**src/rtl/pipe_hazard_ctrl.sv**
```systemverilog
// Hazard and sequencing controller for the 5-stage integer pipeline: operand forwarding,
// load-use and branch handling, multi-cycle multiply occupancy of EX, stall/flush counters.
module pipe_hazard_ctrl #(
    parameter int unsigned MUL_LAT = 4,
    parameter int unsigned CNT_W   = 32
) (
    input  logic             clk,
    input  logic             rst,
    input  logic [4:0]       id_rs1,
    input  logic [4:0]       id_rs2,
    input  logic             id_use_rs1,
    input  logic             id_use_rs2,
    input  logic [4:0]       ex_rs1,
    input  logic [4:0]       ex_rs2,
    input  logic [4:0]       ex_rd,
    input  logic             ex_mem_read,
    input  logic             ex_branch_taken,
    input  logic             ex_mul_start,
    input  logic [4:0]       mem_rd,
    input  logic             mem_reg_write,
    input  logic [4:0]       wb_rd,
    input  logic             wb_reg_write,
    output logic [1:0]       fwd_a_sel,
    output logic [1:0]       fwd_b_sel,
    output logic             pc_write,
    output logic             ifid_write,
    output logic             ifid_flush,
    output logic             idex_write,
    output logic             idex_bubble,
    output logic             exmem_bubble,
    output logic             mul_done,
    output logic [CNT_W-1:0] stall_cnt,
    output logic [CNT_W-1:0] flush_cnt
);

    typedef enum logic {StIdle, StBusy} state_e;

    localparam bit         MulMulti = (MUL_LAT >= 2);
    // First EX cycle is spent in IDLE, so BUSY counts down the remaining MUL_LAT-1 cycles.
    localparam logic [3:0] MulInit  = 4'(MUL_LAT - 2);

    state_e     state_q, state_d;
    logic [3:0] mul_cnt_q, mul_cnt_d;
    logic       mstall;
    logic       lu;

    function automatic logic [1:0] fwd_sel(input logic [4:0] rs);
        if (mem_reg_write && (mem_rd != 5'd0) && (mem_rd == rs)) begin
            return 2'b01;
        end else if (wb_reg_write && (wb_rd != 5'd0) && (wb_rd == rs)) begin
            return 2'b10;
        end
        return 2'b00;
    endfunction

    always_comb begin
        fwd_a_sel = fwd_sel(ex_rs1);
        fwd_b_sel = fwd_sel(ex_rs2);
    end

    always_comb begin
        lu = ex_mem_read && (ex_rd != 5'd0) &&
             ((id_use_rs1 && (ex_rd == id_rs1)) || (id_use_rs2 && (ex_rd == id_rs2)));
    end

    always_ff @(posedge clk or posedge rst) begin
        if (rst) begin
            state_q   <= StIdle;
            mul_cnt_q <= 4'd0;
        end else begin
            state_q   <= state_d;
            mul_cnt_q <= mul_cnt_d;
        end
    end

    always_comb begin
        state_d   = state_q;
        mul_cnt_d = mul_cnt_q;
        unique case (state_q)
            StIdle: begin
                if (ex_mul_start && MulMulti) begin
                    state_d   = StBusy;
                    mul_cnt_d = MulInit;
                end
            end
            StBusy: begin
                if (mul_cnt_q != 4'd0) begin
                    mul_cnt_d = mul_cnt_q - 4'd1;
                end else begin
                    state_d = StIdle;
                end
            end
        endcase
    end

    always_comb begin
        mstall   = 1'b0;
        mul_done = 1'b0;
        unique case (state_q)
            StIdle: begin
                if (ex_mul_start) begin
                    if (MulMulti) mstall = 1'b1;
                    else          mul_done = 1'b1;
                end
            end
            StBusy: begin
                if (mul_cnt_q != 4'd0) mstall = 1'b1;
                else                   mul_done = 1'b1;
            end
        endcase
        // A multiply stall must release as soon as reset rises, even with ex_mul_start held.
        if (rst) mstall = 1'b0;
    end

    always_comb begin
        pc_write     = 1'b1;
        ifid_write   = 1'b1;
        ifid_flush   = 1'b0;
        idex_write   = 1'b1;
        idex_bubble  = 1'b0;
        exmem_bubble = 1'b0;
        if (mstall) begin
            pc_write     = 1'b0;
            ifid_write   = 1'b0;
            idex_write   = 1'b0;
            exmem_bubble = 1'b1;
        end else if (ex_branch_taken) begin
            ifid_flush  = 1'b1;
            idex_bubble = 1'b1;
        end else if (lu) begin
            pc_write    = 1'b0;
            ifid_write  = 1'b0;
            idex_bubble = 1'b1;
        end
    end

    always_ff @(posedge clk or posedge rst) begin
        if (rst) begin
            stall_cnt <= '0;
            flush_cnt <= '0;
        end else begin
            if (mstall || (lu && !ex_branch_taken)) stall_cnt <= stall_cnt + CNT_W'(1);
            if (ex_branch_taken && !mstall)         flush_cnt <= flush_cnt + CNT_W'(1);
        end
    end

endmodule

```
**config.mk**
```make
export PLATFORM = sky130hd
export DESIGN_NAME = pipe_hazard_ctrl
export DESIGN_NICKNAME = d
export VERILOG_FILES = /design/src/rtl/pipe_hazard_ctrl.sv
export SDC_FILE = /design/constraint.sdc
export NUM_CORES = 1
export LEC_CHECK = 0
export CORE_MARGIN = 3
export CORE_UTILIZATION = 35
export DETAILED_ROUTE_END_ITERATION = 12
export PLACE_DENSITY_LB_ADDON = 0.3
export SLEW_MARGIN = 20
export SYNTH_ARGS = -nofsm -noshare
export SYNTH_HDL_FRONTEND = slang
export SYNTH_SLANG_ARGS = --single-unit
```
**constraint.sdc**
```tcl
create_clock -name clk -period 2.2 [get_ports clk]
set_input_delay 0.22 -clock clk [delete_from_list [all_inputs] [get_ports clk]]
set_output_delay 0.22 -clock clk [all_outputs]
set_load 0.05 [all_outputs]
```
==> reports/summary.log, run 1 <==
qor: power_and_ir_drop.switchingPower 1.85 mW
qor: placement.place_hpwl 7100 µm
qor: synth.post_synth_inst_count 346
qor: synth.synthesis.area_per_instance 10.6 µm²
qor: worst_setup_path.cp_data_arrival_time 2.41 ns
qor: power_and_ir_drop.power_frac_seq 0.356
qor: synth.ys_seq_area_frac 0.469
qor: final_layout.final_layout_size_suffix_gt1_frac 0.219
qor: sta.max_slew_margin 0.641
qor: final_layout.multi_input_comb_area 0.00200 mm²
qor: synth.synth_fp_nets 394
qor: synth.synthTopCellsByArea sky130_fd_sc_hd__dfrtp_1, sky130_fd_sc_hd__xnor2_1, sky130_fd_sc_hd__xor2_1
qor: sta.timing_max_transition_violations_final 0
qor: sta.final_hold_viol_count 0
qor: synth.yosysWarningCount 0
qor: power_and_ir_drop.clock_power_share 0.222
qor: die.die_area 0.0118 mm²
qor: die.die_height 109 µm
qor: power_and_ir_drop.power_per_cell_area 824 mW/mm²
qor: synth.number_of_enable_flip_flop_cells_after_synthesis 0
qor: synth.combined_area_of_all_synthesized_cells 0.00368 mm²
qor: clocking.cts_inserted_buffers 9
qor: power_and_ir_drop.irDropWorstVdd 0.462 mV
qor: drt.route.detailed.drc 0
qor: global_routing.maximum_number_of_pins_on_one_net_before_global_route_repair 70
qor: sta.setup_violations 0
qor: power_and_ir_drop.combPwrFrac 0.422
qor: sta.finalHoldWorstSlack 0.285 ns
qor: placement.port_buffers 118
qor: drt.routedWlPerCell 14.6 µm
qor: global_routing.grt_antenna_before_repair 0
qor: final_layout.diodes 0
qor: clocking.clock-root-buffer sky130_fd_sc_hd__clkbuf_8
qor: drt.initial_drt_markers 95
qor: sta.finalWorstPathRequiredPeriod 2.14 ns
qor: clocking.cts_tree done
qor: worst_setup_path.critPathKind register to register
qor: final_layout.filler_cell_count 882
qor: sta.postLayoutSetupSlackWorst 0.0554 ns
qor: job.max-cap-violations 0
qor: worst_setup_path.end_kind register
qor: worst_setup_path.r2r-start mul_cnt_q[1]
qor: worst_setup_path.r2r-end stall_cnt[20]
qor: worst_hold_path.min_path_type input pin to async pin
qor: outcome.run_status completed
qor: sta.min_period_over_period 0.975
qor: final_layout.layout-area-overhead-vs-synth 55.6%
qor: die.floorplan.core_area 0.0100 mm²
qor: clocking.worst_setup_hold_path_clk_slew 0.07 ns
qor: sta.worst-slew-pin-transition 0.537 ns
qor: synth.synth.lib_cells_used.distinct 45
qor: worst_setup_path.path_cells inv_2, ha_4, and4bb_2, buf_6, o21a_4, nor4b_4, buf_4, nand3_1, nor2_2, xor2_1
qor: drt.vias 3076
qor: clocking.ctsLongestPathBuffers 2
qor: power_and_ir_drop.power_switching_share 0.391
qor: global_routing.track_usage 0.165
qor: die.initial_utilization 0.368
qor: worst_setup_path.worstPathMaxFanout 5
qor: drt.antenna_violation_net_count_after_detailed_routing 0
qor: sta.fin_worst_skew 0.0129 ns
qor: worst_setup_path.critPathSlowestCell sky130_fd_sc_hd__dfrtp_1
qor: synth.synth-seq-cells 69
qor: clocking.clock_latency 0.34 ns
qor: synth.synth_flop_cell sky130_fd_sc_hd__dfrtp_1
qor: synth.synth_top_area_frac 0.469
qor: worst_setup_path.cp-startpoint mul_cnt_q[1]
qor: drt.via_per_inst 4.80
qor: global_routing.grt_first_pass_wirelength 15200 µm
qor: power_and_ir_drop.power_report.internal_total 2.87 mW
qor: die.row_count 36
qor: final_layout.fin_nets 551
qor: placement.placedCellCount 614
qor: worst_setup_path.cp_slowest_stage_delay 0.39 ns
qor: clocking.postCtsHoldBufs 0
qor: worst_setup_path.critPathRequiredTime 2.46 ns
qor: placement.placement.setup.worst_slack -0.163 ns
qor: global_routing.number_of_global_route_vias_before_repair 3137
qor: drt.postRouteWirelength 9360 µm
qor: placement.placed_cell_area 0.00531 mm²
qor: global_routing.grt_remaining_overflow 0
qor: worst_setup_path.r2r_setup_slack 0.06 ns
qor: clocking.clock_tree.htree_level_count 3
qor: die.die_width 109 µm
qor: final_layout.layoutNonFillerInstCount 641
qor: final_layout.regArea 0.00174 mm²
qor: placement.place_congestion 0.835
qor: synth.asyncSetResetFlopFracSynth 1.00
qor: synth.post-synth-top-area-cell sky130_fd_sc_hd__dfrtp_1
qor: final_layout.stdcell_area 0.00573 mm²
qor: power_and_ir_drop.cell_leakage_power 2.50 nW
qor: sta.setup_repair_after_global_routing_missed_its_margin true
qor: die.pin_count 119
qor: worst_setup_path.worst-r2r-cell-count 10
qor: drt.dr.pass1.iters 4
qor: worst_setup_path.worst_setup_path_endpoint stall_cnt[20]
qor: worst_setup_path.critPathLaunchType register
qor: final_layout.layout.core_utilization 0.573
qor: clocking.clkSinkCount 69
qor: sta.timing_limited_maximum_frequency 0.466 GHz
## cells in the final DEF (no fill, tap or decap), types with 3 or more instances in the layout
cell type,Yosys,final
sky130_fd_sc_hd__o21ai_0,6,3
sky130_fd_sc_hd__nor4_1,8,3
sky130_fd_sc_hd__xnor2_1,48,48
sky130_fd_sc_hd__ha_1,4,3
sky130_fd_sc_hd__buf_4,1,34
sky130_fd_sc_hd__nand2_1,26,26
sky130_fd_sc_hd__inv_1,7,4
sky130_fd_sc_hd__nor2_2,0,4
sky130_fd_sc_hd__dfrtp_1,69,62
sky130_fd_sc_hd__dfrtp_2,0,7
sky130_fd_sc_hd__and3_1,12,12
sky130_fd_sc_hd__clkbuf_8,0,10
sky130_fd_sc_hd__nand2b_1,3,3
sky130_fd_sc_hd__nor2_1,22,18
sky130_fd_sc_hd__o21ai_1,0,3
sky130_fd_sc_hd__nor4_2,0,3
sky130_fd_sc_hd__nand4_1,18,18
sky130_fd_sc_hd__nand3_2,2,3
sky130_fd_sc_hd__nor3_2,1,3
sky130_fd_sc_hd__and4_1,4,4
sky130_fd_sc_hd__buf_12,0,10
sky130_fd_sc_hd__inv_2,1,3
sky130_fd_sc_hd__dlymetal6s2s_1,0,7
sky130_fd_sc_hd__nor3_1,6,4
sky130_fd_sc_hd__nor3b_2,3,4
sky130_fd_sc_hd__clkdlybuf4s50_1,0,98
sky130_fd_sc_hd__xor2_1,44,44
sky130_fd_sc_hd__nand3_1,22,21
sky130_fd_sc_hd__or4_4,1,4
## flip-flops by register name (all words and copies together) (netlist names)
register	cells
mul_cnt_q	4
flush_cnt	32
stall_cnt	32
state_q	1
## per-layer routing
layer,track usage,wire (µm),vias to the layer above
met5,0,0,-
met4,0.0676,131,0
met3,0.0394,465,9
met2,0.267,4690,71
met1,0.210,4070,1478
li1,-,-,1518
## cell families (layout without fill, tap and decap cells)
kind of cell               count (synthesis)  in the layout  synth area share
adders and majority gates                  4              4            0.0136
and+or+nand+nor                          148            148             0.236
buffers and inverters                     15            177            0.0265
xor gates and xnor gates                  92             92             0.219
AOI/OAI and AO/OA                         16             16            0.0299
muxes                                      2              2           0.00612
DFF                                       69             69             0.469
## critical path: cells and delay by family (launching register included)
family,cells,cell delay [ns]
XOR/XNOR,1,0.16
flip-flops,1,0.39
buffers and inverters,3,0.39
AND/OR/NAND/NOR,4,0.77
AO/OA/AOI/OAI,1,0.20
adder cells (fa/ha/maj),1,0.15
## cell usage after synthesis (2+ instances only)
| cell | n |
|---|---|
| sky130_fd_sc_hd__dfrtp_1 | 69 |
| sky130_fd_sc_hd__xnor2_1 | 48 |
| sky130_fd_sc_hd__xor2_1 | 44 |
| sky130_fd_sc_hd__nand2_1 | 26 |
| sky130_fd_sc_hd__nand3_1 | 22 |
| sky130_fd_sc_hd__nor2_1 | 22 |
| sky130_fd_sc_hd__nand4_1 | 18 |
| sky130_fd_sc_hd__and3_1 | 12 |
| sky130_fd_sc_hd__nor4_1 | 8 |
| sky130_fd_sc_hd__inv_1 | 7 |
| sky130_fd_sc_hd__nor3_1 | 6 |
| sky130_fd_sc_hd__o21ai_0 | 6 |
| sky130_fd_sc_hd__buf_6 | 5 |
| sky130_fd_sc_hd__or4_1 | 5 |
| sky130_fd_sc_hd__and4_1 | 4 |
| sky130_fd_sc_hd__ha_1 | 4 |
| sky130_fd_sc_hd__and2_1 | 3 |
| sky130_fd_sc_hd__nand2b_1 | 3 |
| sky130_fd_sc_hd__nor3b_2 | 3 |
| sky130_fd_sc_hd__a21oi_1 | 2 |
| sky130_fd_sc_hd__mux2_2 | 2 |
| sky130_fd_sc_hd__nand3_2 | 2 |
| sky130_fd_sc_hd__nor4b_1 | 2 |
| sky130_fd_sc_hd__or2_2 | 2 |
## metrics by stage
stage	setup TNS, ns	power [mW]
4_1_cts	-0.00525	4.68
3_5_place_dp	-2.73	3.54
5_1_grt	-0.123	4.99
6_report	0	4.72
2_1_floorplan	0	2.82
3_3_place_gp	-1.32	3.51
## power groups by stage
stage,Combinational (mW),Sequential (mW),Clock (mW)
after floorplan,0.699,2.12,0
after CTS,1.92,1.68,1.08
final,1.99,1.68,1.05
after global routing,2.12,1.72,1.15
after detailed placement,1.84,1.70,0
after global placement,1.81,1.69,0
## timing repair
action / 4_1_cts / 5_1_grt
endpoints found under the setup margin: 5 / 32
cloned: 1 / 0
buffers inserted: 4 / 6
pin swaps: 3 / 9
resized for setup: 5 / 32
## final cells by class
cell class	instances	share of cell area
Multi-Input combinational cell	262	0.349
Inverter	8	0.00655
Sequential cell	69	0.303
Clock inverter	5	0.0105
Timing Repair Buffer	153	0.277
Tap cell	133	0.0291
Clock buffer	11	0.0247
## worst min path at each step
stage | start | to | slack, ns
CTS | rst | stall_cnt[14] | 0.30
global placement | flush_cnt[31] | flush_cnt[31] | 0.46
finish | rst | mul_cnt_q[3] | 0.29
detailed placement | mul_cnt_q[3] | mul_cnt_q[3] | 0.47
floorplan | ex_mul_start | state_q | 0.43
global route | rst | stall_cnt[16] | 0.34
Note: power is estimated with default switching activity, not from simulation.
==> run 2, diff against run 1 <==
Settings changed: CELL_PAD_IN_SITES_DETAIL_PLACEMENT set to 1, CELL_PAD_IN_SITES_GLOBAL_PLACEMENT set to 1, CORE_MARGIN 3 to 4, CORE_UTILIZATION 35 to 33, CTS_BUF_LIST set to sky130_fd_sc_hd__clkbuf_4.
==> run 2 against run 1 <==
Compared with the run above:
- the run now ends with negative setup slack left
- first-iteration DRC count grew 11%
- cell area grew 0.90%
- non-clock buffer count grew 13
- die area grew 9.5%
- cell count grew 3.0%
- sequential share of layout area shrank 0.27 points
- maximum frequency shrank 2.7%
- largest power group unchanged
==> reports/summary.log, run 2 (synthesized netlist as in run 1, its figures left out) <==
qor: placement.place_congestion 0.834
qor: placement.placement.setup.worst_slack -0.209 ns
qor: placement.port_buffers 118
qor: worst_setup_path.path_cells inv_2, ha_4, and4bb_2, or2_4, inv_8, a31oi_4, buf_6, buf_12
qor: final_layout.stdcell_area 0.00578 mm²
qor: outcome.run_status complete, but fails checks
qor: worst_setup_path.critPathRequiredTime 1.98 ns
qor: drt.route.detailed.drc 0
qor: final_layout.most-common-layout-cells sky130_fd_sc_hd__clkdlybuf4s50_1, sky130_fd_sc_hd__dfrtp_1, sky130_fd_sc_hd__xnor2_1
qor: outcome.violations_in_the_final_reports negative setup slack
qor: drt.antenna_violation_net_count_after_detailed_routing 0
qor: global_routing.grt_first_pass_wirelength 17300 µm
qor: final_layout.regArea 0.00174 mm²
qor: final_layout.layout.cells.most_common sky130_fd_sc_hd__clkdlybuf4s50_1
qor: sta.setup_repair_after_global_routing_missed_its_margin true
qor: final_layout.fin_nets 564
qor: clocking.clock_latency 0.41 ns
qor: final_layout.multi_input_comb_area 0.00207 mm²
qor: final_layout.final_layout_size_suffix_gt1_frac 0.244
qor: power_and_ir_drop.cell_leakage_power 2.54 nW
qor: drt.initial_drt_markers 105
qor: global_routing.grt_antenna_before_repair 0
qor: sta.timing_limited_maximum_frequency 0.454 GHz
qor: final_layout.layout-area-overhead-vs-synth 57.0%
qor: drt.via_per_inst 4.87
qor: worst_setup_path.critical_path.top_delay_family simple AND/OR/NAND/NOR gates
qor: drt.dr.pass1.iters 4
qor: worst_setup_path.crit_buf_inv 4
qor: clocking.ctsLongestPathBuffers 2
qor: worst_setup_path.end_kind primary output
qor: sta.min_period_over_period 1.00
qor: sta.finalWorstPathRequiredPeriod 2.20 ns
qor: job.max-cap-violations 0
qor: sta.setup_violations 2
qor: power_and_ir_drop.fin_total_pwr 4.48 mW
qor: clocking.clock-root-buffer sky130_fd_sc_hd__clkbuf_4
qor: die.initial_utilization 0.338
qor: die.floorplan.core_area 0.0109 mm²
qor: global_routing.track_usage 0.167
qor: final_layout.filler_cell_count 1204
qor: sta.finalHoldWorstSlack 0.140 ns
qor: drt.routedWlPerCell 16.2 µm
qor: sta.final_hold_viol_count 0
qor: die.die_area 0.0129 mm²
qor: clocking.postCtsHoldBufs 0
qor: drt.vias 3215
qor: sta.worst-slew-pin-transition 0.541 ns
qor: worst_setup_path.critPathLaunchType register
qor: clocking.cts_inserted_buffers 9
qor: die.die_width 114 µm
qor: die.die_height 114 µm
qor: placement.place_hpwl 8250 µm
qor: worst_setup_path.critPathSlowestCell sky130_fd_sc_hd__dfrtp_1
qor: sta.timing_max_transition_violations_final 0
qor: worst_setup_path.cp_slowest_stage_delay 0.41 ns
qor: power_and_ir_drop.power_per_cell_area 775 mW/mm²
qor: sta.max_slew_margin 0.638
qor: global_routing.number_of_global_route_vias_before_repair 3423
qor: drt.postRouteWirelength 10700 µm
qor: worst_setup_path.cp_data_arrival_time 1.98 ns
qor: worst_setup_path.worstPathMaxFanout 3
qor: sta.postLayoutSetupSlackWorst -0.00349 ns
qor: die.pin_count 119
qor: placement.placedCellCount 628
qor: worst_hold_path.min_path_type input pin to async pin
qor: clocking.cts_tree done
qor: global_routing.grt_remaining_overflow 0
qor: power_and_ir_drop.irDropWorstVdd 0.581 mV
qor: final_layout.diodes 0
qor: placement.placed_cell_area 0.00537 mm²
qor: final_layout.layoutNonFillerInstCount 660
qor: clocking.worst_setup_hold_path_clk_slew 0.11 ns
qor: sta.fin_worst_skew 0.0137 ns
qor: die.row_count 38
qor: clocking.clkSinkCount 69
qor: clocking.clock_tree.htree_level_count 3
qor: global_routing.maximum_number_of_pins_on_one_net_before_global_route_repair 35
qor: final_layout.biggestRegsByFlops flush_cnt: 32 flops, stall_cnt: 32 flops, mul_cnt_q: 4 flops
qor: worst_setup_path.critPathKind register to primary output
[run 2: routing by layer]
metal  GRT usage  wire [µm]
met5           0          0
met4      0.0729        249
met3      0.0340        548
met2       0.281       5400
met1       0.209       4520
[run 2: worst register-to-register path, delay by kind of cell, from the launching register on]
kind	cells	cell delay, ns
AO/OA/AOI/OAI	1	0.20
flip-flops	1	0.39
XOR/XNOR	1	0.17
adder cells (fa/ha/maj)	1	0.15
AND/OR/NAND/NOR	4	1.00
buffers and inverters	2	0.20
[run 2: layout make-up]
class	instances	share of cell area
clock buffer	12	0.0156
multi-input combinational	262	0.358
inverter	8	0.00650
timing repair buffer	166	0.286
tap	140	0.0303
sequential	69	0.300
clock inverter	3	0.00260
[run 2: repair_timing]
item                       CTS  global route
pin swaps                    6            15
setup endpoints to repair    5            37
resized for setup           12            32
setup buffers               10             7
[run 2: stage by stage]
| step | util | setup TNS (ns) |
|---|---|---|
| finish | 0.531 | -0.00609 |
| CTS | 0.511 | -0.00720 |
| global placement | 0.493 | -3.10 |
| detailed placement | 0.493 | -5.15 |
| floorplan | - | 0 |
| global route | 0.531 | -1.07 |
[run 2: path summary, 6_finish.rpt]
path	end	slack, ns	from	cells past startpoint
max	ifid_write	-0.003	mul_cnt_q[1]	8
min	stall_cnt[15]	0.14	rst	2
max reg2reg	stall_cnt[26]	0.02	mul_cnt_q[1]	9
min reg2reg	flush_cnt[31]	0.49	flush_cnt[31]	1
max in group asynchronous	flush_cnt[18]	1.53	rst	3
min in group clk	flush_cnt[31]	0.49	flush_cnt[31]	1
[run 2: report_power, final]
| part | internal [mW] | switching [mW] | total (mW) |
|---|---|---|---|
| Sequential | 1.46 | 0.231 | 1.69 |
| Clock | 0.260 | 0.439 | 0.699 |
| Combinational | 0.897 | 1.19 | 2.09 |
